`config.mk`:
```
export PLATFORM = sky130hd
export DESIGN_NAME = spi_slave
export DESIGN_NICKNAME = d
export VERILOG_FILES = /design/src/rtl/spi_pkg.sv /design/src/rtl/sync_edge_det.sv /design/src/rtl/spi_slave.sv
export SDC_FILE = /design/constraint.sdc
export NUM_CORES = 1
export LEC_CHECK = 0
export CORE_MARGIN = 2
export CORE_UTILIZATION = 44
export DETAILED_ROUTE_END_ITERATION = 10
export GPL_TIMING_DRIVEN = 0
export PLACE_DENSITY = 0.66
export SLEW_MARGIN = 20
export SYNTH_ARGS = -nofsm -noshare
export SYNTH_HDL_FRONTEND = slang
export SYNTH_SLANG_ARGS = --single-unit
export TNS_END_PERCENT = 1
```
`constraint.sdc`:
```
create_clock -name clk -period 5.66 [get_ports clk]
set_input_delay 0.849 -clock clk [delete_from_list [all_inputs] [get_ports clk]]
set_output_delay 0.849 -clock clk [all_outputs]
set_load 0.05 [all_outputs]
```
`src/rtl/spi_pkg.sv`:
```
// ---------------------------------------------------------------------------
// spi_pkg
// Shared types and constants for the oversampled SPI slave.
//   spi_state_e  : frame state (IDLE, ACTIVE, DONE)
//   SPI_MAX_BITS : longest supported frame
//   CNT_W        : width of the bit counter / latched frame length (0..32)
//   eff_bits()   : maps the raw nb_bits input onto a legal frame length
// ---------------------------------------------------------------------------
package spi_pkg;

  localparam int SPI_MAX_BITS = 32;
  localparam int CNT_W        = 6;

  typedef enum logic [1:0] {
    IDLE   = 2'd0,
    ACTIVE = 2'd1,
    DONE   = 2'd2
  } spi_state_e;

  // Zero and anything above the maximum both mean a full-width frame.
  function automatic logic [CNT_W-1:0] eff_bits(input logic [7:0] nb);
    logic [CNT_W-1:0] r;
    if (nb == 8'd0 || nb > 8'(SPI_MAX_BITS)) begin
      r = CNT_W'(SPI_MAX_BITS);
    end else begin
      r = nb[CNT_W-1:0];
    end
    return r;
  endfunction

endpackage

```
`src/rtl/sync_edge_det.sv`:
```
// ---------------------------------------------------------------------------
// sync_edge_det
// NSYNC-deep synchroniser for one asynchronous pin, with registered
// one-cycle rise/fall pulses.
//   clk, rst : system clock, asynchronous active-high reset
//   din      : asynchronous pin
//   level    : synchronised level (NSYNC cycles after the pin)
//   rise     : one-cycle pulse, NSYNC+1 cycles after a pin rising edge
//   fall     : one-cycle pulse, NSYNC+1 cycles after a pin falling edge
// NSYNC must be 2..4.
// The chain resets to 0, so a pin that is already low when reset is released
// never produces a fall pulse until it has first been seen high.
// ---------------------------------------------------------------------------
module sync_edge_det #(
  parameter int NSYNC = 2
) (
  input  logic clk,
  input  logic rst,
  input  logic din,
  output logic level,
  output logic rise,
  output logic fall
);

  logic [NSYNC-1:0] sync_d, sync_q;
  logic             prev_d, prev_q;
  logic             rise_d, rise_q;
  logic             fall_d, fall_q;

  // Shift the pin through the synchroniser and compare the synced level with
  // its previous value to form registered edge pulses.
  always_comb begin
    sync_d = {sync_q[NSYNC-2:0], din};
    prev_d = sync_q[NSYNC-1];
    rise_d = sync_q[NSYNC-1] & ~prev_q;
    fall_d = ~sync_q[NSYNC-1] & prev_q;
  end

  // State registers.
  always_ff @(posedge clk or posedge rst) begin
    if (rst) begin
      sync_q <= '0;
      prev_q <= 1'b0;
      rise_q <= 1'b0;
      fall_q <= 1'b0;
    end else begin
      sync_q <= sync_d;
      prev_q <= prev_d;
      rise_q <= rise_d;
      fall_q <= fall_d;
    end
  end

  assign level = sync_q[NSYNC-1];
  assign rise  = rise_q;
  assign fall  = fall_q;

endmodule

```
`src/rtl/spi_slave.sv`:
```
// ---------------------------------------------------------------------------
// spi_slave
// Oversampled SPI slave, MSB first. All pins are synchronised into clk and
// SCLK edges are detected there. Frame length, SCLK idle level and phase are
// latched when chip select falls.
//   clk, rst   : system clock, asynchronous active-high reset
//   nb_bits    : bits per frame 1..32 (0 or >32 means 32)
//   y0_sclk    : SCLK idle level
//   cpha       : 0 sample on leading edge, 1 sample on trailing edge
//   tx_data    : response word, right-aligned
//   tx_ack     : one-cycle pulse when tx_data is latched
//   rx_data    : last complete received word, right-aligned
//   rx_valid   : one-cycle pulse when rx_data updates
//   err        : one-cycle pulse when a frame ends short
//   busy       : frame in progress (ACTIVE or DONE)
//   sclk, cs_n, mosi : SPI pins from the master
//   miso, miso_oe    : SPI response pin and its output enable
// ---------------------------------------------------------------------------
module spi_slave
  import spi_pkg::*;
#(
  parameter int NSYNC = 2
) (
  input  logic        clk,
  input  logic        rst,
  input  logic [7:0]  nb_bits,
  input  logic        y0_sclk,
  input  logic        cpha,
  input  logic [31:0] tx_data,
  output logic        tx_ack,
  output logic [31:0] rx_data,
  output logic        rx_valid,
  output logic        err,
  output logic        busy,
  input  logic        sclk,
  input  logic        cs_n,
  input  logic        mosi,
  output logic        miso,
  output logic        miso_oe
);

  logic sclk_level, sclk_rise, sclk_fall;
  logic cs_level, cs_rise, cs_fall;
  logic mosi_level, mosi_rise, mosi_fall;

  sync_edge_det #(.NSYNC(NSYNC)) u_sync_sclk (
    .clk   (clk),
    .rst   (rst),
    .din   (sclk),
    .level (sclk_level),
    .rise  (sclk_rise),
    .fall  (sclk_fall)
  );

  sync_edge_det #(.NSYNC(NSYNC)) u_sync_cs (
    .clk   (clk),
    .rst   (rst),
    .din   (cs_n),
    .level (cs_level),
    .rise  (cs_rise),
    .fall  (cs_fall)
  );

  sync_edge_det #(.NSYNC(NSYNC)) u_sync_mosi (
    .clk   (clk),
    .rst   (rst),
    .din   (mosi),
    .level (mosi_level),
    .rise  (mosi_rise),
    .fall  (mosi_fall)
  );

  // Only the SCLK and chip-select edges and the MOSI level are needed.
  logic unused_sync;
  assign unused_sync = ^{sclk_level, cs_level, mosi_rise, mosi_fall};

  spi_state_e       state_d, state_q;
  logic [CNT_W-1:0] nb_d, nb_q;
  logic             y0_d, y0_q;
  logic             cpha_d, cpha_q;
  logic [31:0]      tx_shift_d, tx_shift_q;
  logic [31:0]      rx_shift_d, rx_shift_q;
  logic [CNT_W-1:0] cnt_d, cnt_q;
  logic             miso_d, miso_q;
  logic [31:0]      rx_data_d, rx_data_q;
  logic             tx_ack_d, tx_ack_q;
  logic             rx_valid_d, rx_valid_q;
  logic             err_d, err_q;

  logic             lead_edge, trail_edge;
  logic             sample_edge, shift_edge;
  logic [CNT_W-1:0] nb_new;
  logic [CNT_W-1:0] align_sh;
  logic [31:0]      tx_aligned;
  logic [31:0]      sample_word;
  logic [CNT_W-1:0] cnt_inc;
  logic             done_now;

  // Map the raw SCLK edges onto leading/trailing using the latched idle
  // level, then onto sample/shift using the latched phase. tx_data is
  // left-aligned at load so the next bit to send is always bit 31.
  always_comb begin
    lead_edge   = y0_q ? sclk_fall : sclk_rise;
    trail_edge  = y0_q ? sclk_rise : sclk_fall;
    sample_edge = cpha_q ? trail_edge : lead_edge;
    shift_edge  = cpha_q ? lead_edge : trail_edge;
    nb_new      = eff_bits(nb_bits);
    align_sh    = CNT_W'(SPI_MAX_BITS) - nb_new;
    tx_aligned  = tx_data << align_sh;
    sample_word = {rx_shift_q[30:0], mosi_level};
    cnt_inc     = cnt_q + CNT_W'(1);
  end

  // Next-state and output logic. A sample completing the frame in the same
  // cycle as chip select rising still counts as a good frame.
  always_comb begin
    state_d    = state_q;
    nb_d       = nb_q;
    y0_d       = y0_q;
    cpha_d     = cpha_q;
    tx_shift_d = tx_shift_q;
    rx_shift_d = rx_shift_q;
    cnt_d      = cnt_q;
    miso_d     = miso_q;
    rx_data_d  = rx_data_q;
    tx_ack_d   = 1'b0;
    rx_valid_d = 1'b0;
    err_d      = 1'b0;
    done_now   = 1'b0;

    case (state_q)
      IDLE: begin
        miso_d = 1'b0;
        if (cs_fall) begin
          nb_d       = nb_new;
          y0_d       = y0_sclk;
          cpha_d     = cpha;
          rx_shift_d = '0;
          cnt_d      = '0;
          tx_ack_d   = 1'b1;
          state_d    = ACTIVE;
          // With cpha=0 the first bit is on the wire before any SCLK edge.
          if (cpha) begin
            miso_d     = 1'b0;
            tx_shift_d = tx_aligned;
          end else begin
            miso_d     = tx_aligned[31];
            tx_shift_d = tx_aligned << 1;
          end
        end
      end

      ACTIVE: begin
        if (sample_edge) begin
          rx_shift_d = sample_word;
          cnt_d      = cnt_inc;
          if (cnt_inc == nb_q) begin
            rx_data_d  = sample_word;
            rx_valid_d = 1'b1;
            state_d    = DONE;
            done_now   = 1'b1;
          end
        end
        if (shift_edge) begin
          miso_d     = tx_shift_q[31];
          tx_shift_d = tx_shift_q << 1;
        end
        if (cs_rise) begin
          state_d = IDLE;
          miso_d  = 1'b0;
          if (!done_now) begin
            err_d = 1'b1;
          end
        end
      end

      DONE: begin
        if (cs_rise) begin
          state_d = IDLE;
          miso_d  = 1'b0;
        end
      end

      default: begin
        state_d = IDLE;
        miso_d  = 1'b0;
      end
    endcase
  end

  // State registers; reset discards any frame in progress without a pulse.
  always_ff @(posedge clk or posedge rst) begin
    if (rst) begin
      state_q    <= IDLE;
      nb_q       <= CNT_W'(SPI_MAX_BITS);
      y0_q       <= 1'b0;
      cpha_q     <= 1'b0;
      tx_shift_q <= '0;
      rx_shift_q <= '0;
      cnt_q      <= '0;
      miso_q     <= 1'b0;
      rx_data_q  <= '0;
      tx_ack_q   <= 1'b0;
      rx_valid_q <= 1'b0;
      err_q      <= 1'b0;
    end else begin
      state_q    <= state_d;
      nb_q       <= nb_d;
      y0_q       <= y0_d;
      cpha_q     <= cpha_d;
      tx_shift_q <= tx_shift_d;
      rx_shift_q <= rx_shift_d;
      cnt_q      <= cnt_d;
      miso_q     <= miso_d;
      rx_data_q  <= rx_data_d;
      tx_ack_q   <= tx_ack_d;
      rx_valid_q <= rx_valid_d;
      err_q      <= err_d;
    end
  end

  assign busy     = (state_q != IDLE);
  assign miso_oe  = busy;
  assign miso     = busy & miso_q;
  assign tx_ack   = tx_ack_q;
  assign rx_valid = rx_valid_q;
  assign err      = err_q;
  assign rx_data  = rx_data_q;

endmodule

```
==> metrics <==
total global-route track usage 0.230; top-count cell post-synth nand2_1; Final Non-Filler Cells about 1100; port bufs 83; root buf cell clkbuf_16; TritonRoute pass-1 iters 5; fin area about 9000 um2; critical-path cell list clkdlybuf4s50_1 -> nor4b_2 -> buf_6 -> buf_6 -> inv_4 -> clkbuf_1 -> ha_1 -> buf_2 -> clkbuf_1 -> mux4_2 -> mux2i_2 -> mux2i_1 -> a2bb2oi_1 -> mux2_2 -> o211ai_1; Final setup viols 0; Post-synth EDFFs 0; Final Hold Vio Count 0; Cells after Synth 746; CORE AREA approximately 16000 um2; Tightest Hold Check Type flip-flop to flip-flop; max-cap violations 0; die area 17500 um2; synthesized area per cell 9.71 um2; initial antenna violation count 0; Slew @ Worst Pin 728 ps; Final Max Tran Viols 0; fillers 1407; Critical Path AT 5310 ps; TNS Setup 0 ps; Worst path max stage delay approximately 500 ps; dominant cells by area after synthesis dfrtp_1, mux4_2, nand2_1, mux2_2, o21ai_0; Post-CTS Resized 0; primary flip-flop cell chosen by synthesis mapping dfrtp_1; busiest grt layer met2; H-Tree Depth 4; CTS Hold Bufs 0; post-synth net total 795; RSZ-0062 raised after global routing no; biggest area consumer among synthesized cells dfrtp_1; Final Net Count 898; dpl cells between 1000 and 1500; post-route ant nets 0; Netlist cell types 57; vias in the first global route 6212; GPL Wtd Cong between 0.9 and 1; # DRC 0; total CTS buffers 17; Clk pin slew, worst setup/hold paths 60 ps; Bufs and invs on worst path 7; CP max FO 10; Crit. End Element flip-flop; DR iter-0 viols around 600; Detail Placement HPWL about 15 mm; Yosys reg bits 127; Die H 132 um; status finished, final reports clean; WS Path Type input pin to flip-flop; WL final 19.5 mm; Peak Freq 0.198 GHz; CTS tree done; Final Critical Period 5040 ps; Post-synth ARST share 1.00; Cell Area, Synth 7240 um2; M3 GR Usage 0.0400; Clk Latency, worst-skew pair 410 ps; CTS max path bufs 2; Fin Clk Skew 7.27 ps; slowest CP cell clkdlybuf4s50_1; setup bufs post-CTS 0; fraction of layout cells with a size suffix above 1 0.142; startpoint class of the critical path input pin; share of the synthesized area in the top cell type 0.435; met2 usage 0.384; Post-DP Area around 8400 um2; vias per inst 5.83; global-route wire length before repair 32.5 mm; pwr/cell area between 300 and 400 nW/um2; Top delay family on crit path buffers and inverters; warning count from the yosys run 0; top cells by count, synth nand2_1, dfrtp_1, o21ai_0, nor2_1, clkbuf_1; # diodes 0; sequential fraction of the synthesis area 0.439; post-DR wirelength/cell between 15 and 20 um; grt total ovfl 0; boundary pin count 85; Global Route met1 Usage 0.311; Pleak between 3 and 4 nW; Initial Util 0.453; Clock Sinks 127; Layout area overhead 24.3%; via count approximately 6300; required time worst endpoint ~5900 ps; crit share post-route 0.891; Die Wd 132 um; worst rel slew slack 0.512; largest net degree at the start of global routing 74; VDD IR max roughly 0.00022 V; FP Rows 46
[report_power, final]
part / leakage (nW) / switching, mW / internal, mW / total, mW
combinational: 1.85 / 0.540 / 0.328 / 0.868
sequential: 1.66 / 0.0920 / 1.07 / 1.16
clock: 0.295 / 0.402 / 0.740 / 1.14
total: 3.81 / 1.03 / 2.13 / 3.17
[per-stage QoR]
step | power (mW) | utilization | hold WS [ps] | setup slack (ps)
2_1_floorplan | 1.75 | - | 331 | 1430
3_3_place_gp | 2.00 | 0.521 | 340 | -166
3_5_place_dp | 2.03 | 0.523 | 338 | 228
4_1_cts | 3.18 | 0.562 | 357 | 640
5_1_grt | 3.34 | 0.562 | 367 | 328
6_report | 3.17 | 0.562 | 356 | 617
[layout by cell type, fill, tap and decap left out, drive strengths merged, types with 3 or more instances in the layout]
master,instances
or3,5
nor4,3
nor2b,6
nor3,14
o22ai,5
a32oi,5
clkbuf,59
a221oi,12
clkinvlp,3
a31oi,4
a22o,4
nand3,33
buf,14
dfrtp,126
and2,6
o21ai,69
bufinv,4
o31ai,4
and3,14
clkinv,6
o211ai,11
xor2,4
mux2i,27
nand2,146
a21oi,35
clkdlybuf4s50,83
mux4,27
nor4b,3
xnor2,6
nor2,45
mux2,40
inv,10
o21a,3
nand4,3
nand2b,4
[registers in the layout (all words and copies together) (netlist names), 2 cells and up]
| name | count |
|---|---|
| rx_data | 32 |
| tx_shift_q | 32 |
| rx_shift_q | 31 |
| cnt_q | 6 |
| nb_q | 6 |
| state_q | 2 |
| u_sync_cs.sync_q | 2 |
| u_sync_mosi.sync_q | 2 |
| u_sync_sclk.sync_q | 2 |
[logic make-up (layout without fill, tap and decap cells)]
| logic type | count (synthesis) | in the layout | synth area share |
|---|---|---|---|
| adders and majority gates | 2 | 2 | 0.00345 |
| buffers and inverters | 63 | 179 | 0.0409 |
| xor gates and xnor gates | 10 | 10 | 0.0131 |
| muxes | 94 | 94 | 0.185 |
| DFF | 127 | 127 | 0.439 |
| and+or+nand+nor | 285 | 285 | 0.177 |
| AOI/OAI and AO/OA | 165 | 165 | 0.141 |
[final timing paths]
kind / from / endpoint / slack, ps / cells after the start
setup / recovery: nb_bits[7] / tx_shift_q[20] / 620 / 15
hold / removal: u_sync_mosi.sync_q[0] / u_sync_mosi.sync_q[1] / 360 / 0
setup reg to reg: cpha_q / rx_shift_q[2] / 2910 / 8
hold reg to reg: u_sync_mosi.sync_q[0] / u_sync_mosi.sync_q[1] / 360 / 0
max in group asynchronous: rst / nb_q[5] / 4030 / 3
min in group asynchronous: rst / rx_data[19] / 860 / 2
[worst register-to-register path, delay by kind of cell (launching register included)]
| family | cells | cell delay (ps) |
|---|---|---|
| buffers and inverters | 2 | 850 |
| muxes | 1 | 460 |
| DFF | 1 | 390 |
| and+or+nand+nor | 3 | 580 |
| AOI/OAI and AO/OA | 1 | 100 |
| xor gates and xnor gates | 1 | 280 |
[routing by layer]
metal	wire [um]	part of all wire	vias up
met5	0	0	-
met4	363	0.019	0
met3	1050	0.054	28
met2	9470	0.49	229
met1	8570	0.44	3109
li1	-	-	2919
[layout make-up]
cell class	instances	area [um2]	share of cell area
Buffer	53	256	0.0285
Clock inverter	13	190	0.0211
Tap cell	216	270	0.0300
Sequential cell	127	3180	0.353
Multi-Input combinational cell	556	3770	0.419
Inverter	10	45.0	0.00501
Clock buffer	19	433	0.0481
Timing Repair Buffer	84	858	0.0954
Power figures use the tool's default switching activity.
